--- src/rtl/fpga_tx_com_param.sv ---
// Serial frame transmitter: optional start marker, NWORDS words of WBITS bits
// sent MSB first with optional per-word parity, one slot per sync_tx tick.
module fpga_tx_com_param #(
  parameter int NWORDS     = 3,
  parameter int WBITS      = 4,
  parameter int START_BIT  = 1,
  parameter int PARITY_EN  = 0,
  parameter int PARITY_ODD = 0
) (
  input  logic                    clk,
  input  logic                    reset,
  input  logic                    sync_tx,
  input  logic                    start_tx,
  input  logic [NWORDS*WBITS-1:0] words_in,
  output logic                    tx,
  output logic                    busy_tx,
  output logic                    ready_tx
);

  localparam int WW = (NWORDS > 1) ? $clog2(NWORDS) : 1;
  localparam int BW = (WBITS > 1) ? $clog2(WBITS) : 1;

  typedef enum logic [2:0] {S_IDLE, S_START, S_DATA, S_PAR, S_DONE} state_t;

  state_t                         state_q, state_d;
  logic [NWORDS-1:0][WBITS-1:0]   words_q, words_d;
  logic [WBITS-1:0]               sh_q, sh_d;
  logic [WW-1:0]                  widx_q, widx_d, widx_nxt;
  logic [BW-1:0]                  bidx_q, bidx_d;
  logic                           tx_q, tx_d;
  logic                           last_word, last_bit;

  assign widx_nxt  = widx_q + WW'(1);
  assign last_word = (widx_q == WW'(NWORDS - 1));
  assign last_bit  = (bidx_q == BW'(WBITS - 1));

  always_comb begin
    state_d = state_q;
    words_d = words_q;
    sh_d    = sh_q;
    widx_d  = widx_q;
    bidx_d  = bidx_q;
    tx_d    = tx_q;
    unique case (state_q)
      S_IDLE: begin
        // A tick coinciding with acceptance only idles the line.
        if (sync_tx) tx_d = 1'b0;
        if (start_tx) begin
          words_d = words_in;
          sh_d    = words_in[WBITS-1:0];
          widx_d  = '0;
          bidx_d  = '0;
          state_d = (START_BIT != 0) ? S_START : S_DATA;
        end
      end
      S_START: begin
        if (sync_tx) begin
          tx_d    = 1'b1;
          state_d = S_DATA;
        end
      end
      S_DATA: begin
        if (sync_tx) begin
          tx_d   = sh_q[WBITS-1];
          sh_d   = sh_q << 1;
          bidx_d = bidx_q + BW'(1);
          if (last_bit) begin
            bidx_d = '0;
            if (PARITY_EN != 0) begin
              state_d = S_PAR;
            end else if (last_word) begin
              state_d = S_DONE;
            end else begin
              widx_d = widx_nxt;
              sh_d   = words_q[widx_nxt];
            end
          end
        end
      end
      S_PAR: begin
        if (sync_tx) begin
          // Parity covers the latched word, not the shifted copy.
          tx_d = (^words_q[widx_q]) ^ (PARITY_ODD != 0);
          if (last_word) begin
            state_d = S_DONE;
          end else begin
            widx_d  = widx_nxt;
            bidx_d  = '0;
            sh_d    = words_q[widx_nxt];
            state_d = S_DATA;
          end
        end
      end
      S_DONE: begin
        if (sync_tx) begin
          tx_d    = 1'b0;
          state_d = S_IDLE;
        end
      end
      default: state_d = S_IDLE;
    endcase
  end

  always_ff @(posedge clk) begin
    if (reset) begin
      state_q <= S_IDLE;
      words_q <= '0;
      sh_q    <= '0;
      widx_q  <= '0;
      bidx_q  <= '0;
      tx_q    <= 1'b0;
    end else begin
      state_q <= state_d;
      words_q <= words_d;
      sh_q    <= sh_d;
      widx_q  <= widx_d;
      bidx_q  <= bidx_d;
      tx_q    <= tx_d;
    end
  end

  assign tx       = tx_q;
  assign busy_tx  = (state_q == S_START) || (state_q == S_DATA) || (state_q == S_PAR);
  assign ready_tx = (state_q == S_DONE);

endmodule

--- config.mk ---
export PLATFORM = sky130hd
export DESIGN_NAME = fpga_tx_com_param
export DESIGN_NICKNAME = d
export VERILOG_FILES = /design/src/rtl/fpga_tx_com_param.sv
export SDC_FILE = /design/constraint.sdc
export NUM_CORES = 1
export LEC_CHECK = 0
export BUFFER_PORTS_ARGS = -buffer_cell sky130_fd_sc_hd__buf_4
export CORE_UTILIZATION = 60
export CTS_CLUSTER_SIZE = 28
export DETAILED_ROUTE_END_ITERATION = 10
export PLACE_DENSITY_LB_ADDON = 0.1
export SYNTH_ARGS = -nofsm -noshare
export SYNTH_HDL_FRONTEND = slang
export SYNTH_SLANG_ARGS = --single-unit
--- constraint.sdc ---
create_clock -name clk -period 3.8 [get_ports clk]
set_clock_uncertainty 0.1 [all_clocks]
set_input_delay 0.76 -clock clk [delete_from_list [all_inputs] [get_ports clk]]
set_output_delay 0.76 -clock clk [all_outputs]
set_load 0.05 [all_outputs]
Word-level counts from Yosys, hierarchy flattened. Index checks and enable logic that the tools add are counted. W data, S select, Z words.

Bitwise logic cells: 0. Eq/ne operators: 15. Div/mod/pow operators: 0. $lt $le $gt $ge: 2. Mux-type cells: 36. Add/sub/neg operators: 2. Multipliers: 0. Reduce and logical (&&, ||, !) cells: 12. Shift-type cells: 0.

Operators with widths (count): $mux W4 (8); $mux W3 (8); $mux W2 (9); $bmux W4 S2 (2); $ne A2 B2 Y1 const B (8); $pmux W3 S5 (1); $reduce_and A5 Y1 (3); $pmux W2 S3 (2); $pmux W4 S3 (1); $reduce_and A7 Y1 (1); $eq A3 B2 Y1 const B (2); $lt A2 B3 Y1 const B (2); $add A2 B1 Y2 const B (2); $eq A2 B2 Y1 const B (2); $mux W1 (4); $pmux W1 S4 (1); $reduce_bool A4 Y1 (1); $reduce_xor A4 Y1 (1); $eq A3 B1 Y1 const B (1); $eq A3 B3 Y1 const B (1); $logic_not A3 Y1 (1); $reduce_bool A3 Y1 (1); $logic_or A1 B1 Y1 (2); $ne A2 B1 Y1 const B (1); 2 further kinds (2).

RAM bits: 0. Logic and storage cells: 75. Bits in latches: 0. Bits of input ports: 16. Memories kept: 0. Bits in registers: 24. Output and inout port bits: 3. Bits in read-only memories: 0.

Longest topological paths before layout. Gate-level depths: netlist of the first run.

Word-level depth: 7. Depth in mapped cells: 8. Depth with buffers taken out: 7.

Least setup slack after synthesis of the first run. Ideal clock, no wire load.

Kind: reg2out. Start point: reg state_q[0]. End point: out ready_tx. Stages on the path, launching flop included: 3. Arrival: 1.597 ns. Path slack: 1.343 ns. Path buffers: 1. Data required time: 2.940 ns. Path through: dfxtp_1 -> buf_4 -> nor3_1.

Longest elaborated chain between the ends: 1.

Ends and longest elaborated chain: from (decl) (line 25) `state_t state_q, state_d;`; from (signal assigned) (line 113) `state_q <= state_d;`; $eq A3 B3 Y1 (line 124) `assign ready_tx = (state_q == S_DONE);`; to (decl) (line 17) `output logic ready_tx`.

No other way between the ends.

Worst setup path in the final report of the first run.
Start point: reg state_q[0]. End point: out busy_tx.

Longest elaborated chain between the ends: 3. Elaborated cells on any way between the ends: 5.

Ends and longest elaborated chain: $eq A3 B1 Y1 or $eq A3 B2 Y1 (tied branches) (line 123) `assign busy_tx = (state_q == S_START) || (state_q == S_DATA) || (state_q == S_PAR);`; $logic_or A1 B1 Y1 (line 123); $logic_or A1 B1 Y1 (*) (line 123); to (decl) (line 16) `output logic busy_tx,`.

Every way passes the cells marked *; elsewhere a longest branch is shown, timed or not.

==> flow_results.xml, run 1 <==
<?xml version="1.0" encoding="UTF-8"?>
<metrics>
  <group name="outcome">
    <metric name="result_of_the_run" unit="">completed</metric>
  </group>
  <group name="critical_path">
    <metric name="timing.rr.end" unit="">sh_q[0]</metric>
    <metric name="criticalPathCategory" unit="">register to primary output</metric>
    <metric name="path_max_fanout" unit="">14</metric>
    <metric name="ff2ff_setup_slack" unit="ps">1620</metric>
    <metric name="critPathArrivalTime" unit="ps">1430</metric>
    <metric name="cp_data_required_time" unit="ps">2940</metric>
    <metric name="cp-end-kind" unit="">primary output</metric>
    <metric name="regToRegStartpoint" unit="">widx_q[0]</metric>
    <metric name="crit_path_start_kind" unit="">register</metric>
    <metric name="reg2regPathDepth" unit="">7</metric>
  </group>
  <group name="floorplan">
    <metric name="die_x" unit="microns">50.2</metric>
    <metric name="top_level_ports" unit="">19</metric>
    <metric name="die_height" unit="microns">50.2</metric>
    <metric name="floorplan.rows" unit="">17</metric>
    <metric name="initial_utilization" unit="">0.636</metric>
    <metric name="die-area" unit="sq um">2520</metric>
    <metric name="placeableCoreArea" unit="sq um">2190</metric>
  </group>
  <group name="min_path">
    <metric name="min_path_cells" unit="">2</metric>
    <metric name="min-delay-start" unit="">bidx_q[1]</metric>
    <metric name="timing.hold.worst_endpoint" unit="">bidx_q[1]</metric>
    <metric name="min-delay-path-class" unit="">register to register</metric>
  </group>
  <group name="timing">
    <metric name="max_slew.worst_pin.slew" unit="ps">495</metric>
    <metric name="grt_setup_unrepaired" unit="">false</metric>
    <metric name="final_critical_path_setup_slack" unit="ps">1510</metric>
    <metric name="slew_headroom" unit="">0.669</metric>
    <metric name="finalCritPeriodShare" unit="">0.603</metric>
    <metric name="fin_hold_ws" unit="ps">389</metric>
    <metric name="finalSetupViolCount" unit="">0</metric>
    <metric name="timing_max_transition_violations_final" unit="">0</metric>
    <metric name="final.setup.tns" unit="ps">0</metric>
    <metric name="final.min_clock_period" unit="ps">2290</metric>
    <metric name="fmax" unit="MHz">436</metric>
    <metric name="final_hold_viol_count" unit="">0</metric>
  </group>
  <group name="clock_network">
    <metric name="tritoncts" unit="">yes</metric>
    <metric name="cts_root_buffer" unit="">sky130_fd_sc_hd__clkbuf_4</metric>
    <metric name="cts.path.max_buffers" unit="">2</metric>
    <metric name="htree_levels" unit="">1</metric>
    <metric name="clk_transition_reported_paths" unit="ps">130</metric>
    <metric name="cts-buffers-inserted" unit="">3</metric>
    <metric name="hold_buffers" unit="">0</metric>
    <metric name="cts_post_setup_buffers_inserted" unit="">0</metric>
    <metric name="cts.sink_count" unit="">24</metric>
    <metric name="worst_skew_pair.late_latency" unit="ps">320</metric>
    <metric name="cts_resized" unit="">0</metric>
  </group>
  <group name="synth">
    <metric name="postSynthRegisterBits" unit="">24</metric>
    <metric name="dominantRegCellSynth" unit="">sky130_fd_sc_hd__dfxtp_1</metric>
    <metric name="syn_nets" unit="">194</metric>
    <metric name="ys.warnings.count" unit="">0</metric>
    <metric name="synth_enable_flop_cells" unit="">0</metric>
    <metric name="async_flop_share" unit="">0</metric>
    <metric name="synthDistinctLibCells" unit="">38</metric>
    <metric name="synthesis.area_per_instance" unit="sq um">7.92</metric>
    <metric name="synth.yosys.seq_area_share" unit="">0.345</metric>
    <metric name="netlist_instances" unit="">176</metric>
    <metric name="post_synth_instance_area" unit="sq um">1390</metric>
  </group>
  <group name="power_and_ir_drop">
    <metric name="leakagePower" unit="nW">0.637</metric>
    <metric name="comb_power_share" unit="">0.237</metric>
    <metric name="seq_power_share" unit="">0.522</metric>
    <metric name="p_int" unit="W">0.000386</metric>
    <metric name="power_per_cell_area" unit="nW/um^2">365</metric>
    <metric name="power_frac_clock" unit="">0.241</metric>
    <metric name="vdd_drop_max" unit="mV">0.313</metric>
    <metric name="power_switching" unit="W">0.000175</metric>
    <metric name="switching_share" unit="">0.312</metric>
  </group>
  <group name="grt">
    <metric name="gr-total-overflow" unit="">0</metric>
    <metric name="grt_pass1_wl" unit="mm">5.06</metric>
    <metric name="grt_antenna_before_repair" unit="">0</metric>
    <metric name="largest_net_degree_at_the_start_of_global_routing" unit="">27</metric>
    <metric name="first_global_vias" unit="">1168</metric>
    <metric name="track_usage" unit="">0.263</metric>
  </group>
  <group name="finish">
    <metric name="n_antenna_cell" unit="">0</metric>
    <metric name="final_layout_size_suffix_gt1_frac" unit="">0.198</metric>
    <metric name="final_core_util" unit="">0.702</metric>
    <metric name="syn_to_final_growth" unit="%">10.3</metric>
    <metric name="fillers" unit="">186</metric>
    <metric name="fin_nets" unit="">206</metric>
  </group>
  <group name="place">
    <metric name="gp_congestion" unit="">0.816</metric>
    <metric name="dpl_worst_slack" unit="ps">1660</metric>
    <metric name="port_buffers" unit="">18</metric>
    <metric name="place.detailed.hpwl" unit="mm">2.12</metric>
  </group>
  <group name="drt">
    <metric name="top_layer_used" unit="">met4</metric>
    <metric name="detail_route.vias_per_cell" unit="">5.76</metric>
    <metric name="postRouteWirelength" unit="mm">2.86</metric>
    <metric name="avgRoutedWirePerCell" unit="microns">13.3</metric>
    <metric name="initialDrtViolationCount" unit="">16</metric>
    <metric name="vias" unit="">1239</metric>
    <metric name="detailedRoute.firstPassIterationCount" unit="">4</metric>
    <metric name="detail_route.wirelength.met1" unit="mm">1.34</metric>
    <metric name="dr_drc_count" unit="">0</metric>
    <metric name="met2_length" unit="mm">1.43</metric>
    <metric name="met3_length" unit="microns">57</metric>
    <metric name="route.antenna.remaining_nets" unit="">0</metric>
  </group>
  <group name="flow_run">
    <metric name="drv.max_cap_violation_count" unit="">0</metric>
  </group>
</metrics>
-- stage by stage --
step | instances | area, sq um | power [W]
3_5_place_dp | 211 | 1500 | 0.000431
2_1_floorplan | 176 | 1390 | 0.000397
3_3_place_gp | 211 | 1500 | 0.000427
4_1_cts | 215 | 1540 | 0.000568
6_report | 215 | 1540 | 0.000561
5_1_grt | 215 | 1540 | 0.000594
-- metal layers --
layer | track usage | vias to the layer above
met3 | 0.0394 | 4
li1 | - | 636
met4 | 0.0810 | 0
met5 | 0 | -
met1 | 0.322 | 579
met2 | 0.467 | 20
-- state kept, by name, summed over array words and instances (netlist names) --
register  cells
words_q      12
bidx_q        2
sh_q          4
widx_q        2
state_q       3
tx            1
-- worst max-delay path: stages, from the launching register on --
cell and delay, ps:
sky130_fd_sc_hd__dfxtp_1 650, sky130_fd_sc_hd__nor2_2 140, sky130_fd_sc_hd__nor2_1 120, sky130_fd_sc_hd__buf_4 200
-- worst max-delay path by stage --
stage                     endpoint       start  depth (start not counted)
after floorplan           ready_tx  state_q[0]                          2
after global routing       busy_tx  state_q[0]                          3
final                      busy_tx  state_q[0]                          3
after global placement     sh_q[1]   widx_q[0]                          7
after CTS                  busy_tx  state_q[0]                          3
after detailed placement   sh_q[0]   widx_q[0]                          7
-- cell usage after synthesis (3+ instances only) --
cell type / count / area [sq um]
sky130_fd_sc_hd__nand3_1: 5 / 25.0
sky130_fd_sc_hd__mux2i_1: 10 / 100
sky130_fd_sc_hd__a21oi_1: 20 / 100
sky130_fd_sc_hd__o211a_1: 4 / 40.0
sky130_fd_sc_hd__buf_2: 5 / 25.0
sky130_fd_sc_hd__inv_2: 4 / 15.0
sky130_fd_sc_hd__o21ai_0: 5 / 25.0
sky130_fd_sc_hd__nand3b_1: 3 / 22.5
sky130_fd_sc_hd__nor3_2: 4 / 40.0
sky130_fd_sc_hd__nand2b_1: 4 / 25.0
sky130_fd_sc_hd__dfxtp_1: 24 / 480
sky130_fd_sc_hd__nor2_1: 15 / 56.3
sky130_fd_sc_hd__xnor2_1: 6 / 52.6
sky130_fd_sc_hd__nand2_1: 34 / 128
sky130_fd_sc_hd__clkbuf_1: 3 / 11.3
-- power groups by stage --
| stage | logic, W | clock network, W | registers (W) |
|---|---|---|---|
| 6_report | 0.000133 | 0.000135 | 0.000293 |
| 5_1_grt | 0.000148 | 0.000150 | 0.000296 |
| 4_1_cts | 0.000133 | 0.000142 | 0.000292 |
| 3_5_place_dp | 0.000133 | 0 | 0.000298 |
| 3_3_place_gp | 0.000130 | 0 | 0.000297 |
| 2_1_floorplan | 0.000106 | 0 | 0.000291 |
-- layout by cell type (no fill, tap or decap) --
cell type                   count
sky130_fd_sc_hd__a21o_1         1
sky130_fd_sc_hd__inv_1          1
sky130_fd_sc_hd__nand2b_1       4
sky130_fd_sc_hd__o211ai_1       1
sky130_fd_sc_hd__a211o_1        1
sky130_fd_sc_hd__a22oi_1        2
sky130_fd_sc_hd__nand3b_1       3
sky130_fd_sc_hd__nor4_2         1
sky130_fd_sc_hd__nor3_1         2
sky130_fd_sc_hd__inv_2          4
sky130_fd_sc_hd__o22ai_1        1
sky130_fd_sc_hd__nor3_2         4
sky130_fd_sc_hd__clkbuf_4       3
sky130_fd_sc_hd__nand3_1        5
sky130_fd_sc_hd__a41oi_2        1
sky130_fd_sc_hd__a211oi_1       1
sky130_fd_sc_hd__a21oi_2        1
sky130_fd_sc_hd__and3_1         2
sky130_fd_sc_hd__clkbuf_8       1
sky130_fd_sc_hd__nor2_1        15
sky130_fd_sc_hd__nand4_1        1
sky130_fd_sc_hd__ha_1           2
sky130_fd_sc_hd__buf_4         18
sky130_fd_sc_hd__o21ai_1        2
sky130_fd_sc_hd__o2111ai_1      1
sky130_fd_sc_hd__nor4_1         1
sky130_fd_sc_hd__o211a_1        4
sky130_fd_sc_hd__nor2_2         2
sky130_fd_sc_hd__nand2_1       34
sky130_fd_sc_hd__o21ai_0        5
sky130_fd_sc_hd__dfxtp_1       24
sky130_fd_sc_hd__a21oi_1       20
sky130_fd_sc_hd__o32ai_1        1
sky130_fd_sc_hd__a32oi_2        1
sky130_fd_sc_hd__xnor2_1        6
sky130_fd_sc_hd__mux2i_1       10
sky130_fd_sc_hd__mux2_2         1
-- cell families after synthesis --
family | count (synthesis) | share of synthesized area
AO/OA/AOI/OAI | 43 | 0.206
XOR/XNOR | 6 | 0.0377
adder cells (fa/ha/maj) | 2 | 0.0180
buffers and inverters | 16 | 0.0583
flip-flops | 24 | 0.345
multiplexers | 11 | 0.0799
AND/OR/NAND/NOR | 74 | 0.256
-- area by class of cell --
type | instances | area, sq um | share of cell area
flip-flops and latches | 24 | 480 | 0.312
clock buffers | 4 | 36.3 | 0.0236
multi-input cells | 136 | 832 | 0.541
repair buffers | 18 | 135 | 0.0879
inverters | 5 | 18.8 | 0.0122
well taps | 28 | 35.0 | 0.0228
Note: power is estimated with default switching activity, not from simulation.
==> inputs of run 2 (changes only) <==
--- a/config.mk
+++ b/config.mk
@@ -5,8 +5,9 @@
 export SDC_FILE = /design/constraint.sdc
 export NUM_CORES = 1
 export LEC_CHECK = 0
+export ABC_AREA = 1
 export BUFFER_PORTS_ARGS = -buffer_cell sky130_fd_sc_hd__buf_4
-export CORE_UTILIZATION = 60
+export CORE_UTILIZATION = 56
 export CTS_CLUSTER_SIZE = 28
 export DETAILED_ROUTE_END_ITERATION = 10
 export PLACE_DENSITY_LB_ADDON = 0.1
==> constraint.sdc (replaced) <==
create_clock -name clk -period 2.21 [get_ports clk]
set_clock_uncertainty 0.1 [all_clocks]
set_input_delay 0.442 -clock clk [delete_from_list [all_inputs] [get_ports clk]]
set_output_delay 0.442 -clock clk [all_outputs]
set_load 0.05 [all_outputs]
==> run 2 against run 1 <==
Final area up 7.3%. Critical endpoint is now ready_tx. Cell count up 27%. Critical path type unchanged. Via count up 24%. Die area up 10%. Worst hold slack worse by 220 ps. Combinational power rose to 9.3 times the previous value.
==> flow_results.xml, run 2 <==
<?xml version="1.0" encoding="UTF-8"?>
<metrics>
  <group name="place">
    <metric name="place.detailed.hpwl" unit="mm">2.58</metric>
    <metric name="port_buffers" unit="">18</metric>
    <metric name="gp_congestion" unit="">0.903</metric>
  </group>
  <group name="finish">
    <metric name="syn_to_final_growth" unit="%">14.9</metric>
    <metric name="final_layout_size_suffix_gt1_frac" unit="">0.187</metric>
    <metric name="n_antenna_cell" unit="">0</metric>
    <metric name="final_core_util" unit="">0.712</metric>
    <metric name="biggestRegsByFlops" unit="">words_q x12, sh_q x4, state_q x3</metric>
    <metric name="layout.cells.most_common_list" unit="">sky130_fd_sc_hd__nand2_1, sky130_fd_sc_hd__inv_1, sky130_fd_sc_hd__nor2_1</metric>
    <metric name="most_frequent_standard_cell_in_the_layout_excluding_fill_and_tap_cells" unit="">sky130_fd_sc_hd__nand2_1</metric>
    <metric name="largest_register_ffs" unit="">12</metric>
    <metric name="fin_nets" unit="">265</metric>
    <metric name="max_flop_register" unit="">words_q</metric>
  </group>
  <group name="grt">
    <metric name="grt_antenna_before_repair" unit="">0</metric>
    <metric name="track_usage" unit="">0.298</metric>
    <metric name="gr-total-overflow" unit="">0</metric>
    <metric name="largest_net_degree_at_the_start_of_global_routing" unit="">26</metric>
    <metric name="first_global_vias" unit="">1419</metric>
    <metric name="grt_pass1_wl" unit="mm">6.06</metric>
  </group>
  <group name="timing">
    <metric name="final_hold_viol_count" unit="">0</metric>
    <metric name="grt_setup_unrepaired" unit="">false</metric>
    <metric name="final.min_clock_period" unit="ps">1900</metric>
    <metric name="finalCritPeriodShare" unit="">0.858</metric>
    <metric name="max_slew.worst_pin.slew" unit="ps">482</metric>
    <metric name="timing_max_transition_violations_final" unit="">0</metric>
    <metric name="slew_headroom" unit="">0.679</metric>
    <metric name="finalSetupViolCount" unit="">0</metric>
    <metric name="final.setup.tns" unit="ps">0</metric>
    <metric name="fmax" unit="MHz">527</metric>
  </group>
  <group name="floorplan">
    <metric name="top_level_ports" unit="">19</metric>
    <metric name="placeableCoreArea" unit="sq um">2320</metric>
    <metric name="floorplan.rows" unit="">17</metric>
    <metric name="die-area" unit="sq um">2770</metric>
    <metric name="die_height" unit="microns">52.6</metric>
    <metric name="die_x" unit="microns">52.6</metric>
    <metric name="initial_utilization" unit="">0.620</metric>
  </group>
  <group name="power_and_ir_drop">
    <metric name="vdd_drop_max" unit="mV">0.850</metric>
    <metric name="power_per_cell_area" unit="nW/um^2">1350</metric>
    <metric name="leakagePower" unit="nW">0.772</metric>
    <metric name="power" unit="W">0.00223</metric>
  </group>
  <group name="synth">
    <metric name="yosys.area.top_type" unit="">sky130_fd_sc_hd__dfxtp_1</metric>
    <metric name="yosys.cell_count.top_type" unit="">sky130_fd_sc_hd__nand2_1</metric>
    <metric name="async_flop_share" unit="">0</metric>
    <metric name="synth_enable_flop_cells" unit="">0</metric>
    <metric name="synth.yosys.seq_area_share" unit="">0.334</metric>
    <metric name="postSynthRegisterBits" unit="">24</metric>
    <metric name="synth.top_cells.by_area" unit="">sky130_fd_sc_hd__dfxtp_1, sky130_fd_sc_hd__nand2_1, sky130_fd_sc_hd__o21ai_0</metric>
    <metric name="synthDistinctLibCells" unit="">21</metric>
    <metric name="dominantRegCellSynth" unit="">sky130_fd_sc_hd__dfxtp_1</metric>
    <metric name="ys.warnings.count" unit="">0</metric>
    <metric name="post_synth_instance_area" unit="sq um">1440</metric>
    <metric name="netlist_instances" unit="">227</metric>
    <metric name="synth_top_cell_area_share" unit="">0.334</metric>
    <metric name="syn_nets" unit="">245</metric>
    <metric name="synthTopCellsByCount" unit="">sky130_fd_sc_hd__nand2_1, sky130_fd_sc_hd__inv_1, sky130_fd_sc_hd__nor2_1</metric>
    <metric name="synthesis.area_per_instance" unit="sq um">6.33</metric>
  </group>
  <group name="flow_run">
    <metric name="drv.max_cap_violation_count" unit="">0</metric>
  </group>
  <group name="critical_path">
    <metric name="reg2regPathDepth" unit="">8</metric>
    <metric name="path_max_fanout" unit="">6</metric>
    <metric name="timing.rr.end" unit="">sh_q[1]</metric>
    <metric name="regToRegStartpoint" unit="">widx_q[0]</metric>
    <metric name="cp-end-kind" unit="">primary output</metric>
    <metric name="criticalPathCategory" unit="">register to primary output</metric>
    <metric name="ff2ff_setup_slack" unit="ps">440</metric>
    <metric name="cp_data_required_time" unit="ps">1670</metric>
    <metric name="crit_path_start_kind" unit="">register</metric>
    <metric name="critPathArrivalTime" unit="ps">1350</metric>
  </group>
  <group name="drt">
    <metric name="route.antenna.remaining_nets" unit="">0</metric>
    <metric name="vias" unit="">1531</metric>
    <metric name="detail_route.vias_per_cell" unit="">5.59</metric>
    <metric name="initialDrtViolationCount" unit="">56</metric>
    <metric name="postRouteWirelength" unit="mm">3.49</metric>
    <metric name="avgRoutedWirePerCell" unit="microns">12.7</metric>
    <metric name="detailedRoute.firstPassIterationCount" unit="">5</metric>
    <metric name="dr_drc_count" unit="">0</metric>
  </group>
  <group name="clock_network">
    <metric name="tritoncts" unit="">yes</metric>
    <metric name="hold_buffers" unit="">0</metric>
    <metric name="worst_skew_pair.late_latency" unit="ps">330</metric>
    <metric name="cts_post_setup_buffers_inserted" unit="">0</metric>
    <metric name="cts_root_buffer" unit="">sky130_fd_sc_hd__clkbuf_4</metric>
    <metric name="cts-buffers-inserted" unit="">3</metric>
    <metric name="cts.path.max_buffers" unit="">2</metric>
    <metric name="cts_resized" unit="">0</metric>
    <metric name="clk_transition_reported_paths" unit="ps">140</metric>
    <metric name="cts.sink_count" unit="">24</metric>
    <metric name="htree_levels" unit="">1</metric>
  </group>
  <group name="min_path">
    <metric name="timing.hold.worst_endpoint" unit="">state_q[0]</metric>
    <metric name="min-delay-path-class" unit="">input pin to register</metric>
    <metric name="min-delay-start" unit="">reset</metric>
    <metric name="min_path_cells" unit="">2</metric>
  </group>
  <group name="outcome">
    <metric name="result_of_the_run" unit="">completed</metric>
  </group>
</metrics>
[run 2: metal layers]
layer  vias up  track usage  share of wire
met5         -            0              0
met4         0        0.123          0.020
met3         9       0.0493          0.073
met2        85        0.479           0.45
met1       670        0.390           0.45
li1        767            -              -
[run 2: logic make-up (layout without fill, tap and decap cells)]
logic type / Yosys count / in the layout / share of synthesized area
DFF: 24 / 24 / 0.334
buffers and inverters: 35 / 54 / 0.0949
AOI/OAI and AO/OA: 58 / 58 / 0.227
and+or+nand+nor: 108 / 108 / 0.326
adders and majority gates: 2 / 2 / 0.0174
[run 2: how the worst max path moves through the flow]
stage          startpoint         end  slack [ps]  cells past startpoint
3_3_place_gp   state_q[0]  words_q[2]         550                      6
5_1_grt        state_q[2]    ready_tx         240                      3
6_report       state_q[2]    ready_tx         310                      3
2_1_floorplan  state_q[0]     busy_tx         400                      2
4_1_cts        state_q[2]    ready_tx         330                      3
3_5_place_dp    widx_q[0]     sh_q[1]         490                      8
[run 2: power breakdown]
group | leakage, nW | internal [W] | total, W | switching [W]
registers | 0.199 | 0.000567 | 0.000658 | 0.0000903
logic | 0.546 | 0.000414 | 0.00124 | 0.000827
clock network | 0.0279 | 0.000184 | 0.000329 | 0.000145
total | 0.772 | 0.00116 | 0.00223 | 0.00106
[run 2: worst max-delay path: stages (launching register included)]
cell                      delay, ps
sky130_fd_sc_hd__dfxtp_1        520
sky130_fd_sc_hd__inv_1          130
sky130_fd_sc_hd__nor2_1         160
sky130_fd_sc_hd__buf_4          220
[run 2: stage by stage]
stage	hold slack, ps	instances	setup WS [ps]	instance area (sq um)
global route	161	274	238	1650
detailed placement	388	270	491	1600
global placement	383	270	555	1600
finish	172	274	313	1650
floorplan	356	227	398	1440
CTS	174	274	327	1650
[run 2: layout make-up]
class / instances / area [sq um]
Fill cell: 210 / 668
Tap cell: 28 / 35.0
Clock buffer: 3 / 22.5
Inverter: 30 / 113
Sequential cell: 24 / 480
Timing Repair Buffer: 20 / 150
Multi-Input combinational cell: 168 / 820
Clock inverter: 1 / 30.0
==> inputs of run 3 (changes only) <==
--- a/config.mk
+++ b/config.mk
@@ -7,7 +7,7 @@
 export LEC_CHECK = 0
 export ABC_AREA = 1
 export BUFFER_PORTS_ARGS = -buffer_cell sky130_fd_sc_hd__buf_4
-export CORE_UTILIZATION = 56
+export CORE_UTILIZATION = 60
 export CTS_CLUSTER_SIZE = 28
 export DETAILED_ROUTE_END_ITERATION = 10
 export PLACE_DENSITY_LB_ADDON = 0.1
==> constraint.sdc (replaced) <==
create_clock -name clk -period 2.45 [get_ports clk]
set_clock_uncertainty 0.1 [all_clocks]
set_input_delay 0.49 -clock clk [delete_from_list [all_inputs] [get_ports clk]]
set_output_delay 0.49 -clock clk [all_outputs]
set_load 0.05 [all_outputs]
==> run 3 against run 2 <==
Register-to-register slack better by 170 ps. Clock power fell by 10%. Clock-buffer cell count unchanged. Power shrank 10%. Worst hold slack gained 42 ps. Global-route usage decreased by 1.2 points. Cell count decreased by 0.36%. Critical path depth stayed put. Core utilization rose by 2.4 points. Sequential share of layout area rose by 0.13 points. Critical endpoint unchanged.
==> flow_results.xml, run 3 (synthesis gave the netlist of run 2 again) <==
<?xml version="1.0" encoding="UTF-8"?>
<metrics>
  <group name="critical_path">
    <metric name="critPathArrivalTime" unit="ps">1360</metric>
    <metric name="slowest_stage" unit="">sky130_fd_sc_hd__dfxtp_1</metric>
    <metric name="critical_path.cell_chain" unit="">inv_1, nor2_1, buf_4</metric>
    <metric name="criticalPathCategory" unit="">register to primary output</metric>
    <metric name="reg2regPathDepth" unit="">8</metric>
    <metric name="cp_num_buf_inv" unit="">2</metric>
    <metric name="cp-end-kind" unit="">primary output</metric>
    <metric name="critical-path-max-stage-delay" unit="ps">520</metric>
    <metric name="critical_path.top_delay_family" unit="">flip-flops</metric>
    <metric name="wp_depth" unit="">3</metric>
    <metric name="cp_data_required_time" unit="ps">1860</metric>
    <metric name="crit_path_start_kind" unit="">register</metric>
    <metric name="path_max_fanout" unit="">6</metric>
  </group>
  <group name="outcome">
    <metric name="result_of_the_run" unit="">completed</metric>
  </group>
  <group name="finish">
    <metric name="most_frequent_standard_cell_in_the_layout_excluding_fill_and_tap_cells" unit="">sky130_fd_sc_hd__nand2_1</metric>
    <metric name="final_core_util" unit="">0.736</metric>
    <metric name="fin_nets" unit="">264</metric>
    <metric name="layout.cells.most_common_list" unit="">sky130_fd_sc_hd__nand2_1, sky130_fd_sc_hd__inv_1, sky130_fd_sc_hd__nor2_1</metric>
    <metric name="syn_to_final_growth" unit="%">14.4</metric>
    <metric name="area_of_combinational_cells_with_multiple_inputs" unit="sq um">820</metric>
    <metric name="n_antenna_cell" unit="">0</metric>
    <metric name="largest_register_ffs" unit="">12</metric>
    <metric name="regArea" unit="sq um">480</metric>
    <metric name="fillers" unit="">194</metric>
    <metric name="biggestRegsByFlops" unit="">words_q x12, sh_q x4, state_q x3</metric>
    <metric name="max_flop_register" unit="">words_q</metric>
    <metric name="final_layout_size_suffix_gt1_frac" unit="">0.184</metric>
    <metric name="final_cell_count_no_fill" unit="">273</metric>
  </group>
  <group name="drt">
    <metric name="dr_drc_count" unit="">0</metric>
    <metric name="top_layer_used" unit="">met4</metric>
    <metric name="postRouteWirelength" unit="mm">3.30</metric>
    <metric name="vias" unit="">1481</metric>
    <metric name="detailedRoute.firstPassIterationCount" unit="">4</metric>
    <metric name="detail_route.wirelength.met1" unit="mm">1.52</metric>
    <metric name="avgRoutedWirePerCell" unit="microns">12.1</metric>
    <metric name="route.antenna.remaining_nets" unit="">0</metric>
    <metric name="detail_route.vias_per_cell" unit="">5.42</metric>
    <metric name="met2_length" unit="mm">1.58</metric>
    <metric name="initialDrtViolationCount" unit="">57</metric>
    <metric name="met3_length" unit="microns">148</metric>
  </group>
  <group name="min_path">
    <metric name="min_path_cells" unit="">2</metric>
    <metric name="min-delay-path-class" unit="">input pin to register</metric>
  </group>
  <group name="timing">
    <metric name="final_hold_viol_count" unit="">0</metric>
    <metric name="max_slew.worst_pin.slew" unit="ps">622</metric>
    <metric name="timing_max_transition_violations_final" unit="">0</metric>
    <metric name="grt_setup_unrepaired" unit="">false</metric>
    <metric name="slew_headroom" unit="">0.585</metric>
    <metric name="final.setup.tns" unit="ps">0</metric>
    <metric name="finalSetupViolCount" unit="">0</metric>
    <metric name="fmax" unit="MHz">513</metric>
    <metric name="final.min_clock_period" unit="ps">1950</metric>
    <metric name="finalCritPeriodShare" unit="">0.796</metric>
  </group>
  <group name="floorplan">
    <metric name="die_x" unit="microns">50.9</metric>
    <metric name="top_level_ports" unit="">19</metric>
    <metric name="placeableCoreArea" unit="sq um">2230</metric>
    <metric name="die_height" unit="microns">50.9</metric>
    <metric name="floorplan.rows" unit="">17</metric>
    <metric name="initial_utilization" unit="">0.643</metric>
    <metric name="die-area" unit="sq um">2590</metric>
  </group>
  <group name="clock_network">
    <metric name="cts_post_setup_buffers_inserted" unit="">0</metric>
    <metric name="cts_root_buffer" unit="">sky130_fd_sc_hd__clkbuf_4</metric>
    <metric name="hold_buffers" unit="">0</metric>
    <metric name="clk_transition_reported_paths" unit="ps">130</metric>
    <metric name="cts.sink_count" unit="">24</metric>
    <metric name="worst_skew_pair.late_latency" unit="ps">330</metric>
    <metric name="cts.path.max_buffers" unit="">2</metric>
    <metric name="tritoncts" unit="">yes</metric>
    <metric name="cts_resized" unit="">0</metric>
    <metric name="htree_levels" unit="">1</metric>
    <metric name="cts-buffers-inserted" unit="">3</metric>
  </group>
  <group name="grt">
    <metric name="grt_pass1_wl" unit="mm">5.60</metric>
    <metric name="largest_net_degree_at_the_start_of_global_routing" unit="">26</metric>
    <metric name="first_global_vias" unit="">1284</metric>
    <metric name="track_usage" unit="">0.286</metric>
    <metric name="gr-total-overflow" unit="">0</metric>
    <metric name="grt_antenna_before_repair" unit="">0</metric>
  </group>
  <group name="flow_run">
    <metric name="drv.max_cap_violation_count" unit="">0</metric>
  </group>
  <group name="place">
    <metric name="gp_congestion" unit="">0.918</metric>
    <metric name="port_buffers" unit="">18</metric>
    <metric name="dp.cells" unit="">269</metric>
    <metric name="place.detailed.hpwl" unit="mm">2.45</metric>
  </group>
  <group name="power_and_ir_drop">
    <metric name="vdd_drop_max" unit="mV">0.915</metric>
    <metric name="power_per_cell_area" unit="nW/um^2">1210</metric>
    <metric name="leakagePower" unit="nW">0.768</metric>
  </group>
</metrics>
==> run 3: cell type report <==
class | instances | share of cell area
sequential | 24 | 0.292
inverter | 30 | 0.0685
clock inverter | 1 | 0.0183
tap | 28 | 0.0213
multi-input combinational | 168 | 0.499
timing repair buffer | 19 | 0.0868
clock buffer | 3 | 0.0137
==> run 3: stage by stage <==
step	setup WS, ps	hold slack (ps)	power (W)	cell area (sq um)
after CTS	488	208	0.00199	1640
after detailed placement	740	392	0.00169	1590
after global routing	401	208	0.00218	1640
final	501	214	0.00199	1640
after floorplan	590	356	0.00145	1440
after global placement	815	387	0.00165	1590
==> run 3: metal layers <==
layer,vias to the layer above,global-route usage
li1,769,-
met1,655,0.382
met2,50,0.458
met3,7,0.0417
met4,0,0.116
met5,-,0
==> run 3: path summary, 6_finish.rpt <==
check	start	endpoint	slack, ps
setup / recovery	state_q[2]	ready_tx	500
hold / removal	reset	state_q[0]	210
setup reg to reg	widx_q[0]	sh_q[3]	610
hold reg to reg	words_q[4]	words_q[4]	410
==> run 3: power breakdown <==
part | switching (W) | internal [W]
clock network | 0.000130 | 0.000166
logic | 0.000730 | 0.000371
registers | 0.0000849 | 0.000512
==> run 3: worst register-to-register path, delay by kind of cell (launching register included) <==
| family | cells | cell delay [ps] |
|---|---|---|
| flops | 1 | 390 |
| simple gates | 4 | 530 |
| fa+ha+maj | 1 | 360 |
| compound gates | 2 | 330 |
| buf+inv | 1 | 80 |
